`config.mk`:
```
export PLATFORM = sky130hd
export DESIGN_NAME = cla_nibble_seq
export DESIGN_NICKNAME = d
export VERILOG_FILES = /design/src/rtl/cla_nibble_seq_pkg.sv /design/src/rtl/cla_nibble_seq_cla_4.sv /design/src/rtl/cla_nibble_seq.sv
export SDC_FILE = /design/constraint.sdc
export NUM_CORES = 1
export LEC_CHECK = 0
export CORE_ASPECT_RATIO = 0.5
export CORE_MARGIN = 1
export CORE_UTILIZATION = 45
export CTS_BUF_LIST = sky130_fd_sc_hd__clkbuf_2 sky130_fd_sc_hd__clkbuf_4 sky130_fd_sc_hd__clkbuf_8
export CTS_CLUSTER_SIZE = 20
export DETAILED_ROUTE_END_ITERATION = 7
export GPL_TIMING_DRIVEN = 0
export PLACE_DENSITY = 0.73
export SYNTH_ARGS = -nofsm -noshare
export SYNTH_HDL_FRONTEND = slang
export SYNTH_SLANG_ARGS = --single-unit
```
`constraint.sdc`:
```
create_clock -name clk -period 6.5 [get_ports clk]
set_input_delay 1.3 -clock clk [delete_from_list [all_inputs] [get_ports clk]]
set_output_delay 1.3 -clock clk [all_outputs]
set_load 0.02 [all_outputs]
```
`src/rtl/cla_nibble_seq_pkg.sv`:
```
// rtl/cla_nibble_seq_pkg.sv - shared state encodings and slice width for the nibble-serial adder
package cla_nibble_seq_pkg;

    localparam int SLICE_W = 4;

    typedef enum logic [1:0] {
        IDLE = 2'd0,
        RUN  = 2'd1,
        DONE = 2'd2
    } state_t;

endpackage

```
`src/rtl/cla_nibble_seq_cla_4.sv`:
```
// rtl/cla_nibble_seq_cla_4.sv - combinational 4-bit carry-lookahead adder slice
module cla_nibble_seq_cla_4 (
    input  logic [3:0] a,
    input  logic [3:0] b,
    input  logic       c_in,
    output logic [3:0] sum,
    output logic       c_out
);

    logic [3:0] g;
    logic [3:0] p;
    logic [4:0] c;

    assign g = a & b;
    assign p = a ^ b;

    // Every carry is formed directly from generate/propagate terms and c_in.
    assign c[0] = c_in;
    assign c[1] = g[0] | (p[0] & c_in);
    assign c[2] = g[1] | (p[1] & g[0]) | (p[1] & p[0] & c_in);
    assign c[3] = g[2] | (p[2] & g[1]) | (p[2] & p[1] & g[0])
                | (p[2] & p[1] & p[0] & c_in);
    assign c[4] = g[3] | (p[3] & g[2]) | (p[3] & p[2] & g[1])
                | (p[3] & p[2] & p[1] & g[0]) | (p[3] & p[2] & p[1] & p[0] & c_in);

    assign sum   = p ^ c[3:0];
    assign c_out = c[4];

endmodule

```
`src/rtl/cla_nibble_seq.sv`:
```
// rtl/cla_nibble_seq.sv - multi-cycle adder sharing one 4-bit lookahead slice across all nibbles
module cla_nibble_seq
    import cla_nibble_seq_pkg::*;
#(
    parameter int WIDTH = 32
) (
    input  logic             clk,
    input  logic             rst,
    input  logic             in_valid,
    output logic             in_ready,
    input  logic [WIDTH-1:0] a,
    input  logic [WIDTH-1:0] b,
    input  logic             c_in,
    output logic             out_valid,
    input  logic             out_ready,
    output logic [WIDTH-1:0] sum,
    output logic             c_out,
    output logic             ovf,
    output logic             busy
);

    localparam int NSLICE = WIDTH / SLICE_W;
    localparam int CW     = (NSLICE > 1) ? $clog2(NSLICE) : 1;
    localparam logic [CW-1:0] LAST = CW'(NSLICE - 1);

    state_t           state;
    state_t           state_nxt;
    logic [CW-1:0]    count;
    logic [WIDTH-1:0] a_sh;
    logic [WIDTH-1:0] b_sh;
    logic [WIDTH-1:0] sum_reg;
    logic             carry;
    logic             msb_a;
    logic             msb_b;
    logic [3:0]       slice_sum;
    logic             slice_c;
    logic             accept;
    logic             done;

    cla_nibble_seq_cla_4 u_slice (
        .a     (a_sh[3:0]),
        .b     (b_sh[3:0]),
        .c_in  (carry),
        .sum   (slice_sum),
        .c_out (slice_c)
    );

    assign done     = (state == DONE);
    assign in_ready = !rst && ((state == IDLE) || (done && out_ready));
    assign accept   = in_valid && in_ready;

    always_comb begin
        state_nxt = IDLE;
        case (state)
            IDLE:    state_nxt = accept ? RUN : IDLE;
            RUN:     state_nxt = (count == LAST) ? DONE : RUN;
            DONE:    state_nxt = out_ready ? (in_valid ? RUN : IDLE) : DONE;
            default: state_nxt = IDLE;
        endcase
    end

    always_ff @(posedge clk or posedge rst) begin
        if (rst) begin
            state   <= IDLE;
            count   <= '0;
            a_sh    <= '0;
            b_sh    <= '0;
            sum_reg <= '0;
            carry   <= 1'b0;
            msb_a   <= 1'b0;
            msb_b   <= 1'b0;
        end else begin
            state <= state_nxt;
            if (accept) begin
                a_sh  <= a;
                b_sh  <= b;
                carry <= c_in;
                msb_a <= a[WIDTH-1];
                msb_b <= b[WIDTH-1];
                count <= '0;
            end else if (state == RUN) begin
                // Result nibbles enter at the top, so after NSLICE steps nibble 0 sits at the bottom.
                sum_reg <= WIDTH'({slice_sum, sum_reg} >> SLICE_W);
                carry   <= slice_c;
                a_sh    <= a_sh >> SLICE_W;
                b_sh    <= b_sh >> SLICE_W;
                count   <= count + 1'b1;
            end
        end
    end

    assign out_valid = done;
    assign busy      = (state == RUN);
    assign sum       = done ? sum_reg : '0;
    assign c_out     = done & carry;
    assign ovf       = done & (msb_a == msb_b) & (sum_reg[WIDTH-1] != msb_a);

endmodule

```
# Yosys cells after proc, flatten, opt, wreduce, memory -nomap -nowiden

Cells that the tools add are included.

Bits in registers: 104

Mux-type cells: 14
Add/sub/neg operators: 1
Eq/ne operators: 5
Reduce and logical (&&, ||, !) cells: 8
Bitwise logic cells: 33

Operator list:

| operator                                                        | number |
|---|---|
| 32-bit 2-to-1 mux                                               | 5 |
| 1-bit AND                                                       | 19 |
| 1-bit bitwise OR                                                | 10 |
| 4-bit bitwise XOR                                               | 2 |
| 3-bit 2-to-1 mux                                                | 2 |
| 2-bit case mux with 3 select lines                              | 1 |
| 4-bit AND                                                       | 1 |
| 1-bit 2-to-1 mux                                                | 4 |
| 2-bit 2-to-1 mux                                                | 2 |
| 3-bit by 1-bit adder with 3-bit output, second input constant   | 1 |
| 3-bit == test, second input constant                            | 1 |
| 1-bit logical AND                                               | 3 |
| 2-bit by 1-bit == test with 1-bit output, second input constant | 1 |
| 2-bit == test, second input constant                            | 1 |
| 2-bit logical NOT                                               | 1 |
| 2-bit AND reduction                                             | 1 |
| 2-bit nonzero test                                              | 1 |
| 1-bit == test                                                   | 1 |
| 1-bit logical NOT                                               | 1 |
| 1-bit logical OR                                                | 1 |
| 1-bit inequality test                                           | 1 |
| 1-bit inverter                                                  | 1 |

# Longest topological paths before layout

Word-level depth: 8
Depth in mapped cells: 8
Depth with buffers taken out: 4

# Hierarchy

From an unflattened synthesis, not the netlist that was laid out.

Cell total of the unflattened synthesis: 515
Area, all modules: 5,054.8 um^2

Modules (own cells, without submodules):

| module               | times used | sequential area each (um^2) | cells an instance | area each (um^2) |
|---|---|---|---|---|
| cla_nibble_seq       | 1          | 2,602.5                     | 502               | 4,922.2 |
| cla_nibble_seq_cla_4 | 1          | 0.0                         | 13                | 132.6 |

# Worst setup path before layout

OpenSTA, ideal clock, no wires.

Kind: in2reg
From: input port rst
To: register state[0]
Stages: 3
Data arrival time: 3.798 ns
Library setup time: 0.089 ns
Required time: 6.411 ns
Setup slack: 2.613 ns
Cells stage by stage: inv_1 -> o211ai_1 -> o22ai_1

Cells in the longest elaborated chain, start to end: 5

RTL lines:

| what                               | line                 | RTL |
|---|---|---|
| from (decl)                        | cla_nibble_seq.sv:8  | `input logic rst,` |
| 1-bit logical NOT (no line)        | -                    |  |
| 1-bit logical AND                  | cla_nibble_seq.sv:49 | `assign in_ready = !rst && ((state == IDLE) \|\| (done && out_ready));` |
| 1-bit logical AND                  | cla_nibble_seq.sv:50 | `assign accept = in_valid && in_ready;` |
| 1-bit 2-to-1 mux                   | cla_nibble_seq.sv:55 | `IDLE: state_nxt = accept ? RUN : IDLE;` |
| 2-bit case mux with 3 select lines | cla_nibble_seq.sv:54 | `case (state)` |
| via state_nxt[0]                   | cla_nibble_seq.sv:27 | `state_t state_nxt;` |
| to (signal assigned)               | cla_nibble_seq.sv:73 | `state <= state_nxt;` |
| to (decl)                          | cla_nibble_seq.sv:26 | `state_t state;` |

The timed path passes the listed nets, and every way through them passes these cells.
A chain may end at the register's enable or synchronous reset.

# Worst setup path after layout

From: input port out_ready
To: output port in_ready

Cells in the longest elaborated chain, start to end: 3

RTL lines:

| what              | line                 | RTL |
|---|---|---|
| from (decl)       | cla_nibble_seq.sv:15 | `input logic out_ready,` |
| 1-bit logical AND | cla_nibble_seq.sv:49 |  |
| 1-bit logical OR  | cla_nibble_seq.sv:49 |  |
| 1-bit logical AND | cla_nibble_seq.sv:49 |  |
| to (decl)         | cla_nibble_seq.sv:10 | `output logic in_ready,` |

Every way passes these cells.

==> flow_results.xml <==
<?xml version="1.0" encoding="UTF-8"?>
<metrics>
  <group name="run_status">
    <metric name="outcome" unit="">completed</metric>
  </group>
  <group name="cells_and_area">
    <metric name="n_antenna_cell" unit="">0</metric>
    <metric name="fill_cells" unit="">888</metric>
    <metric name="stdcell_count" unit="">708</metric>
    <metric name="drive_gt1_share" unit="%">6.87</metric>
    <metric name="final_cell_mix" unit="">dfrtp_1, clkdlybuf4s50_1, nand2_1</metric>
    <metric name="nNetsFinal" unit="">639</metric>
    <metric name="flow.area_growth_from_synthesis" unit="%">30.0</metric>
  </group>
  <group name="critical_path">
    <metric name="critPathCaptureType" unit="">output pin</metric>
    <metric name="critPathMaxFanout" unit="">10</metric>
    <metric name="timing_worst_setup_path_type" unit="">input port to output pin</metric>
    <metric name="timing.reg2reg.worst_path_depth" unit="">7</metric>
    <metric name="worstPathArrival" unit="ps">3110</metric>
    <metric name="rrSetupSlack" unit="ps">4640</metric>
    <metric name="rr_startpoint" unit="">state[0]</metric>
    <metric name="start_kind" unit="">input port</metric>
    <metric name="required_arrival_time_at_the_worst_endpoint" unit="ps">5200</metric>
    <metric name="timing.rr.end" unit="">b_sh[25]</metric>
  </group>
  <group name="timing">
    <metric name="fin_hold_ws" unit="ps">479</metric>
    <metric name="worst_slew_pin_slew" unit="ps">669</metric>
    <metric name="fmaxAchievable" unit="MHz">227</metric>
    <metric name="maxSlewViolCount" unit="">0</metric>
    <metric name="maxSlewHeadroom" unit="%">55.4</metric>
    <metric name="min_period_over_period" unit="%">67.9</metric>
    <metric name="hold_viol" unit="">0</metric>
    <metric name="fin_ws" unit="ps">2090</metric>
    <metric name="tns" unit="ps">0</metric>
    <metric name="layout_min_cycle_time" unit="ps">4410</metric>
    <metric name="rsz0062_at_grt" unit="">no</metric>
    <metric name="post_route_skew" unit="ps">16.7</metric>
    <metric name="setup-violations-final" unit="">0</metric>
  </group>
  <group name="pwr">
    <metric name="power.total" unit="µW">2460</metric>
    <metric name="vdd_drop_max" unit="V">0.000149</metric>
    <metric name="power_density" unit="nW/µm²">400</metric>
    <metric name="power.leakage" unit="µW">0.00280</metric>
  </group>
  <group name="min_path">
    <metric name="holdCritPathClass" unit="">register to register</metric>
    <metric name="min_delay_worst_endpoint" unit="">sum_reg[1]</metric>
    <metric name="worstHoldStart" unit="">sum_reg[1]</metric>
    <metric name="worst_hold_path.num_cells" unit="">2</metric>
  </group>
  <group name="placement">
    <metric name="dpl.hpwl" unit="µm">7960</metric>
    <metric name="placedCellCount" unit="">692</metric>
    <metric name="port_buffers" unit="">104</metric>
    <metric name="finalWeightedCongestion" unit="">0.788</metric>
    <metric name="dpl_worst_slack" unit="ps">2130</metric>
  </group>
  <group name="drt">
    <metric name="wl_per_cell" unit="µm">15.4</metric>
    <metric name="postRouteAntennaNets" unit="">0</metric>
    <metric name="remaining_drc_errors" unit="">0</metric>
    <metric name="drt_iter0_markers" unit="">191</metric>
    <metric name="drt_pre_antenna_iters" unit="">4</metric>
    <metric name="viasPerCell" unit="">5.23</metric>
    <metric name="detail_route.wirelength" unit="µm">10900</metric>
    <metric name="vias" unit="">3702</metric>
  </group>
  <group name="die">
    <metric name="row_count" unit="">26</metric>
    <metric name="die_height" unit="µm">74.6</metric>
    <metric name="die_x" unit="µm">147</metric>
    <metric name="initial_utilization" unit="%">46.4</metric>
    <metric name="ios" unit="">106</metric>
    <metric name="coreArea" unit="µm²">10200</metric>
    <metric name="dieArea" unit="µm²">11000</metric>
  </group>
  <group name="clocking">
    <metric name="clock_tree_buffer_depth" unit="">2</metric>
    <metric name="clk-insertion-delay-late" unit="ps">390</metric>
    <metric name="clk_transition_reported_paths" unit="ps">100</metric>
    <metric name="post-cts-setup-buffer-count" unit="">0</metric>
    <metric name="cts_sinks" unit="">104</metric>
    <metric name="root_buffer" unit="">clkbuf_8</metric>
    <metric name="cts_resized" unit="">0</metric>
    <metric name="cts_h_tree_depth" unit="">3</metric>
    <metric name="tritoncts" unit="">yes</metric>
    <metric name="cts_made_buffers" unit="">9</metric>
    <metric name="ctsHoldBuffers" unit="">0</metric>
  </group>
  <group name="global_routing">
    <metric name="antenna_found_initial" unit="">0</metric>
    <metric name="number_of_global_route_vias_before_repair" unit="">3554</metric>
    <metric name="grt_first_pass_wirelength" unit="µm">18100</metric>
    <metric name="grtUsageTotal" unit="%">21.6</metric>
    <metric name="grt_overflow_total" unit="">0</metric>
    <metric name="grt_start_max_net_pins" unit="">54</metric>
  </group>
  <group name="synth">
    <metric name="synth_top_cell_by_area" unit="">dfrtp_1</metric>
    <metric name="synth_cell_types" unit="">35</metric>
    <metric name="synth_top_family_by_area" unit="">simple AND/OR/NAND/NOR gates</metric>
    <metric name="synth_cells" unit="">447</metric>
    <metric name="synth-compound-area-share" unit="%">15.7</metric>
    <metric name="synth_seq_cells" unit="">104</metric>
    <metric name="netlist_top_cells_area" unit="">dfrtp_1, a221o_1, and2_1</metric>
    <metric name="synth_top_area_share" unit="%">54.9</metric>
    <metric name="yosysWarnings" unit="">0</metric>
    <metric name="postSynthAreaPerCell" unit="µm²">10.6</metric>
    <metric name="syn_area" unit="µm²">4740</metric>
    <metric name="synth_xor_xnor_area_share" unit="%">0.185</metric>
    <metric name="synth_seq_area_share" unit="%">54.9</metric>
    <metric name="post_synth_fa_ha_maj_area_fraction" unit="%">2.01</metric>
    <metric name="synth_nets" unit="">523</metric>
    <metric name="synth.mux.area_fraction" unit="%">0.713</metric>
    <metric name="post_synth_and_or_nand_nor_area_fraction" unit="%">22.3</metric>
  </group>
  <group name="job">
    <metric name="timing.max_cap.violations" unit="">0</metric>
  </group>
</metrics>
[per-stage QoR]
stage	util, %	area (µm²)
floorplan	-	4740
global placement	58.3	5950
detailed placement	58.6	5980
CTS	60.3	6160
global route	60.3	6160
finish	60.3	6160
[cell usage after synthesis]
master / n
inv_2: 1
a21oi_1: 1
inv_1: 5
a21o_1: 1
clkbuf_1: 20
mux2_2: 3
a221o_1: 57
a311oi_1: 1
nor2_1: 4
ha_1: 6
nand3_1: 1
buf_4: 4
nor2b_1: 1
o211ai_1: 1
o22ai_1: 1
nand2_1: 99
and3_4: 1
nand2b_1: 2
fa_1: 1
or4_1: 1
dfrtp_1: 104
nand3b_1: 1
buf_2: 7
buf_6: 3
nor4bb_1: 1
o2111ai_1: 1
a211oi_1: 2
a31oi_2: 1
a21boi_0: 1
nor2_4: 1
xor2_1: 1
nand4_1: 6
and2_1: 90
o21ai_0: 15
a22o_1: 2
[worst max path at each step]
stage               depth (start not counted)           to      start  slack (ps)
floorplan                                   1      a_sh[0]        rst        2450
global placement                            2  sum_reg[15]        rst         810
detailed placement                          5     in_ready  out_ready        2130
CTS                                         5     in_ready  out_ready        2110
global route                                5     in_ready  out_ready        2050
finish                                      5     in_ready  out_ready        2090
[critical path, stage by stage]
cell and delay [ps]:
clkdlybuf4s50_1 440, nand2b_1 150, clkbuf_1 420, and2_1 200, clkdlybuf4s50_1 600
[power by group]
part	internal (µW)	switching, µW
logic	464	534
clock network	147	221
registers	924	170
[area by class of cell]
cell class / count / area [µm²] / area share [%]
Tap cell: 140 / 175 / 2.85
Buffer: 34 / 174 / 2.83
Multi-Input combinational cell: 303 / 1940 / 31.5
Inverter: 6 / 25.0 / 0.407
Timing Repair Buffer: 105 / 1070 / 17.4
Clock buffer: 11 / 139 / 2.26
Sequential cell: 104 / 2600 / 42.3
Clock inverter: 5 / 33.8 / 0.549
[metal layers]
layer	up-vias	wire [µm]	GRT usage [%]	part of all wire, %
li1	1800	-	-	-
met1	1815	5180	30.3	48
met2	78	5040	34.5	46
met3	9	572	4.97	5.3
met4	0	99	5.38	0.91
met5	-	0	0	0
[cell families (layout without fill, tap and decap cells)]
group                    after synthesis  count (layout)
buffers and inverters                 40             161
AND/OR/NAND/NOR                      208             208
adder cells (fa/ha/maj)                7               7
multiplexers                           3               3
AO/OA/AOI/OAI                         84              84
XOR/XNOR                               1               1
flip-flops                           104             104
(Power assumes the default switching activity.)
